[config.mk]
export PLATFORM = sky130hd
export DESIGN_NAME = down_counter_handshake
export DESIGN_NICKNAME = d
export VERILOG_FILES = /design/src/rtl/counter_pkg.sv /design/src/rtl/down_counter_handshake.sv
export SDC_FILE = /design/constraint.sdc
export NUM_CORES = 1
export LEC_CHECK = 0
export ABC_AREA = 1
export CAP_MARGIN = 20
export CORE_ASPECT_RATIO = 0.8
export CORE_MARGIN = 1
export CORE_UTILIZATION = 30
export CTS_BUF_LIST = sky130_fd_sc_hd__clkbuf_16
export DETAILED_ROUTE_END_ITERATION = 8
export PLACE_DENSITY = 0.48
export SLEW_MARGIN = 20
export SYNTH_ARGS = -nofsm -noshare
export SYNTH_HDL_FRONTEND = slang
export SYNTH_SLANG_ARGS = --single-unit
[constraint.sdc]
create_clock -name clk_i -period 2.25 [get_ports clk_i]
set_input_delay 0.3375 -clock clk_i [delete_from_list [all_inputs] [get_ports clk_i]]
set_output_delay 0.3375 -clock clk_i [all_outputs]
set_load 0.05 [all_outputs]
[src/rtl/counter_pkg.sv]
// Shared counter types for the layer-datapath index sources.
package counter_pkg;

  // Two-state control for handshaked index counters.
  typedef enum logic {
    eIDLE  = 1'b0,
    eCOUNT = 1'b1
  } state_e;

endpackage : counter_pkg

[src/rtl/down_counter_handshake.sv]
// Ready/valid index source: emits INPUT_MAX down to 0, one index per accepted
// beat, after a start pulse; finishes with a one-cycle done pulse.
// Optional feature macro AUTO_RESTART_EN: on the final beat, reload INPUT_MAX
// and keep streaming instead of returning to idle (done still pulses per wrap).
module down_counter_handshake
  import counter_pkg::*;
#(
  parameter int WORD_SIZE = 16,
  parameter int INPUT_MAX = 10
) (
  input  logic                 clk_i,
  input  logic                 reset_i,
  input  logic                 start_i,
  input  logic                 ready_i,
  output logic                 valid_o,
  output logic [WORD_SIZE-1:0] data_o,
  output logic                 last_o,
  output logic                 done_o
);

  localparam logic [WORD_SIZE-1:0] LOAD_VAL = WORD_SIZE'(INPUT_MAX);

  state_e               state_q, state_d;
  logic [WORD_SIZE-1:0] data_q,  data_d;
  logic                 done_q,  done_d;
  logic                 beat;

  // State, index and done registers; synchronous reset clears all of them,
  // so a reset mid-sequence never produces a done pulse.
  always_ff @(posedge clk_i) begin
    if (reset_i) begin
      state_q <= eIDLE;
      data_q  <= '0;
      done_q  <= 1'b0;
    end else begin
      state_q <= state_d;
      data_q  <= data_d;
      done_q  <= done_d;
    end
  end

  // Next state: load on start, step down per handshake, finish (or wrap) at 0.
  always_comb begin
    state_d = state_q;
    data_d  = data_q;
    done_d  = 1'b0;
    beat    = (state_q == eCOUNT) && ready_i;
    case (state_q)
      eIDLE: begin
        data_d = '0;
        if (start_i) begin
          state_d = eCOUNT;
          data_d  = LOAD_VAL;
        end
      end
      eCOUNT: begin
        // start_i is deliberately not looked at here: no mid-sequence reload.
        if (beat) begin
          if (data_q != '0) begin
            data_d = data_q - 1'b1;
          end else begin
            done_d = 1'b1;
`ifdef AUTO_RESTART_EN
            data_d  = LOAD_VAL;
`else
            state_d = eIDLE;
            data_d  = '0;
`endif
          end
        end
      end
      default: begin
        state_d = eIDLE;
        data_d  = '0;
      end
    endcase
  end

  // Outputs come straight from registers; last_o flags the zero beat.
  always_comb begin
    valid_o = (state_q == eCOUNT);
    data_o  = data_q;
    done_o  = done_q;
    last_o  = (state_q == eCOUNT) && (data_q == '0);
  end

endmodule : down_counter_handshake
# Yosys cells after proc, flatten, opt, wreduce, memory -nomap -nowiden
# Cells that the tools add are included.
# op_classes
n_addsub	1
eq_ne	1
mux	9
bitwise_logic	2
n_reduce_logical	5
# ops
op	n
two-way mux 16 bit	2
one-hot mux 16 bit (2 select lines)	1
zero test 16 bit	1
nonzero test 16 bit	1
subtractor 16 x 1 -> 16 bit (second input constant)	1
two-way mux 1 bit	4
two-way mux 4 bit	1
OR reduction 3 bit	1
logical AND 1 bit	2
inequality test 2 x 1 -> 1 bit (second input constant)	1
inverter 1 bit	2
one-hot mux 1 bit (2 select lines)	1
# totals
reg_bits	18
inputBits	4

# Depth between registers and ports, before layout
# Gate-level depths: netlist of run 1.
# logic_depth
word_depth	4
ltp_mapped	8
depth_no_buf	8

# Worst setup path after synthesis of run 1
# OpenSTA, ideal clock, no wires.
# synth_timing
path_type	flip-flop to output port
from	reg data_q[0], in the netlist data_o[0]
to	out last_o
arrival_time_ns	1.762
t_required_ns	1.913
setup_slack_ns	0.150
stages_incl_launch_ff	7
path_cell_list	dfxtp_1 inv_1 ha_1 nand2_4 nor2_1 nand2_1 nor2_1
# synth_via
elab_chain_cells	2
# synth_lines
item	line	text
start: declaration	down_counter_handshake.sv:24	logic [WORD_SIZE-1:0] data_q, data_d;
start signal: assignment	down_counter_handshake.sv:37	data_q <= data_d;
zero test 16 bit	down_counter_handshake.sv:84	last_o = (state_q == eCOUNT) && (data_q == '0);
logical AND 1 bit	down_counter_handshake.sv:84	
end: declaration	down_counter_handshake.sv:17	output logic last_o,
# Every way passes these cells.

# Worst setup path in the final report of run 1
# layout_timing
from	reg data_q[10], in the netlist data_o[10]
to	out last_o
# Same word-level chain as after synthesis.

==> metrics.md, run 1 <==
| Metric | Value |
|---|---|
| Slew of the pin with the lowest slew margin | `0.497 ns` |
| Area added between synthesis and finish | `32.8%` |
| Ys flop type | `dfxtp_1` |
| Max-slew violations | `0` |
| Synthesized cell area | `1100 µm²` |
| DIE HEIGHT | `56.2 µm` |
| Maximum vdd drop | `0.000324 V` |
| Syn. warnings | `0` |
| Clock power frac | `0.317` |
| Seq/Total Area, Yosys | `0.328` |
| Vias | `1117` |
| Leak | `0.613 nW` |
| Flops & latches, synth | `18` |
| Routed WL | `2.91 mm` |
| Most instantiated cells after synthesis | `55 x nand2_1, 26 x nor2_1, 21 x inv_1` |
| Number of global-route vias before repair | `1071` |
| Die area | `3910 µm²` |
| Hold Buf Count CTS | `0` |
| Post-CTS Resized | `0` |
| Largest stage delay on the critical path | `0.34 ns` |
| HP Start | `data_o[10]` |
| Row cnt | `19` |
| Post-route ant nets | `0` |
| Worst Path Required | `1.91 ns` |
| Area leader, netlist | `dfxtp_1` |
| TNS Setup | `0 ns` |
| Vias per cell | `4.63` |
| Post-layout util | `0.421` |
| Status | `complete, no violations` |
| CTS tree | `yes` |
| CTS root buffer | `clkbuf_16` |
| Nets | `205` |
| Area occupied by multi-input gates | `637 µm²` |
| Worst setup startpoint | `data_o[10]` |
| Final setup fails | `0` |
| Reg2reg path depth | `7` |
| Main area contributors after synthesis | `dfxtp_1 33%, nand2_1 19%, nor2_1 8.9%` |
| Postcts setup bufs | `0` |
| Internal | `0.716 mW` |
| Critical-path maximum fanout | `5` |
| DRC viols | `0` |
| Syn Inst Count | `173` |
| Placer Congestion | `0.819` |
| Filler cells | `377` |
| Mean routed wirelength per cell | `12.1 µm` |
| RR Startpoint | `data_o[0]` |
| NetSw | `0.439 mW` |
| PD cells | `791 nW/µm²` |
| First drt pass iteration count | `7` |
| RSZ-0062 raised after global routing | `false` |
| Register area | `360 µm²` |
| DR iter-0 viols | `48` |
| CTS sink count | `18` |
| Reg clk slew, reported paths | `0.06 ns` |
| Post-synth EDFFs | `0` |
| Slew headroom | `0.668` |
| Average cell area after synthesis | `6.36 µm²` |
| Type of origin of the critical path | `flop` |
| Wire length of the first global-routing pass | `5.14 mm` |
| Final hold vios | `0` |
| Worst hold path type | `reg -> reg` |
| Fmax | `502 MHz` |
| Syn_nets | `178` |
| Initial antenna violation count | `0` |
| Max_cap viols | `0` |
| Initial Util | `0.317` |
| Hold path depth | `2` |
| Most frequent cell after synthesis | `nand2_1` |
| Antenna cells | `0` |
| Input/output buffers | `22` |
| Crit Path Category | `reg -> out` |
| Global route overflow | `0` |
| CORE AREA | `3470 µm²` |
| Clk_lat worst skew | `0.25 ns` |
| Gr usage total | `0.168` |
| Chip width | `69.7 µm` |
| DP HPWL | `2.16 mm` |
| # IOs | `23` |
| Comb pwr share | `0.370` |
| Crit path DAT | `1.66 ns` |
| Number of H-tree levels | `1` |
| Synth top area share | `0.328` |
| Clock Skew | `0.00382 ns` |
| Unique masters post-synth | `20` |
| Cts bufs inserted | `3` |
| Switching share of total power | `0.380` |
| Largest net degree at the start of global routing | `17` |
| Cell at the slowest stage of the critical path | `dfxtp_1` |
| Share of layout cells above drive strength 1 | `0.116` |
| Max clock buf depth | `2` |
| Fin crit share | `0.886` |
| Seq pwr share | `0.313` |
| Critical path, cell by cell | `nor2_1 -> nand2_1 -> nor4_1 -> nand2_1 -> nor2_1 -> buf_12` |
| CP Capture Type | `output port` |
| Post-synth ARST share | `0` |
| Min cycle time layout | `1.99 ns` |
cells by family after synthesis:
kind of cell,synth area share
buffers and inverters,0.0933
and+or+nand+nor,0.372
adders and majority gates,0.0114
DFF,0.328
xor gates and xnor gates,0.0239
AOI/OAI and AO/OA,0.172
worst max-delay path: cells and delay by family (launching register included):
family / cells / cell delay [ns]
AND/OR/NAND/NOR: 5 / 0.89
buffers and inverters: 1 / 0.17
flip-flops: 1 / 0.34
through the flow:
step                power [mW]  setup WS, ns  hold slack, ns  instance area, µm²  instances
floorplan                0.680         0.150           0.432                1100        173
global placement         0.793         0.464           0.491                1380        237
detailed placement       0.796         0.447           0.499                1380        237
CTS                       1.17         0.261           0.508                1460        241
global route              1.24         0.115           0.538                1460        241
finish                    1.15         0.256           0.506                1460        241
cell usage in the layout (no fill, tap or decap), types with 4 or more instances in the layout:
master            n
nand3_1           4
nor2_2            5
nand2_1          55
clkdlybuf4s50_1  21
a21oi_1          11
o21ai_0          13
inv_1            21
nor2_1           26
dfxtp_1          18
a21oi_2           5
final timing paths:
check / slack [ns] / to
min: 0.51 / data_o[10]
max: 0.26 / last_o
max reg2reg: 0.53 / data_o[12]
min reg2reg: 0.51 / data_o[10]
state kept, by name, summed over array words and instances, names as in the netlist:
signal   flops
done_o       1
data_o      16
valid_o      1
power groups by stage:
stage	registers, mW	logic [mW]	clock network, mW
after floorplan	0.430	0.250	0
after global placement	0.368	0.425	0
after detailed placement	0.368	0.427	0
after CTS	0.362	0.430	0.375
after global routing	0.366	0.479	0.397
final	0.362	0.427	0.366
cell type report:
class                      instances  area share
clock buffer                       3      0.0514
clock inverter                     1     0.00257
inverter                          21      0.0540
multi-input combinational        131       0.436
sequential                        18       0.247
tap                               42      0.0360
timing repair buffer              25       0.173
routing by layer:
metal  track usage  wire [µm]
met5             0          0
met4        0.0514         23
met3        0.0453        127
met2         0.236       1190
met1         0.249       1570
Power figures use the tool's default switching activity.
==> run 2: changes to the inputs <==
--- a/config.mk
+++ b/config.mk
@@ -8,7 +8,6 @@
 export ABC_AREA = 1
 export CAP_MARGIN = 20
 export CORE_ASPECT_RATIO = 0.8
-export CORE_MARGIN = 1
 export CORE_UTILIZATION = 30
 export CTS_BUF_LIST = sky130_fd_sc_hd__clkbuf_16
 export DETAILED_ROUTE_END_ITERATION = 8
==> results of run 2 <==
Same layout as run 1: the final DEF is identical, and so are final timing and power.
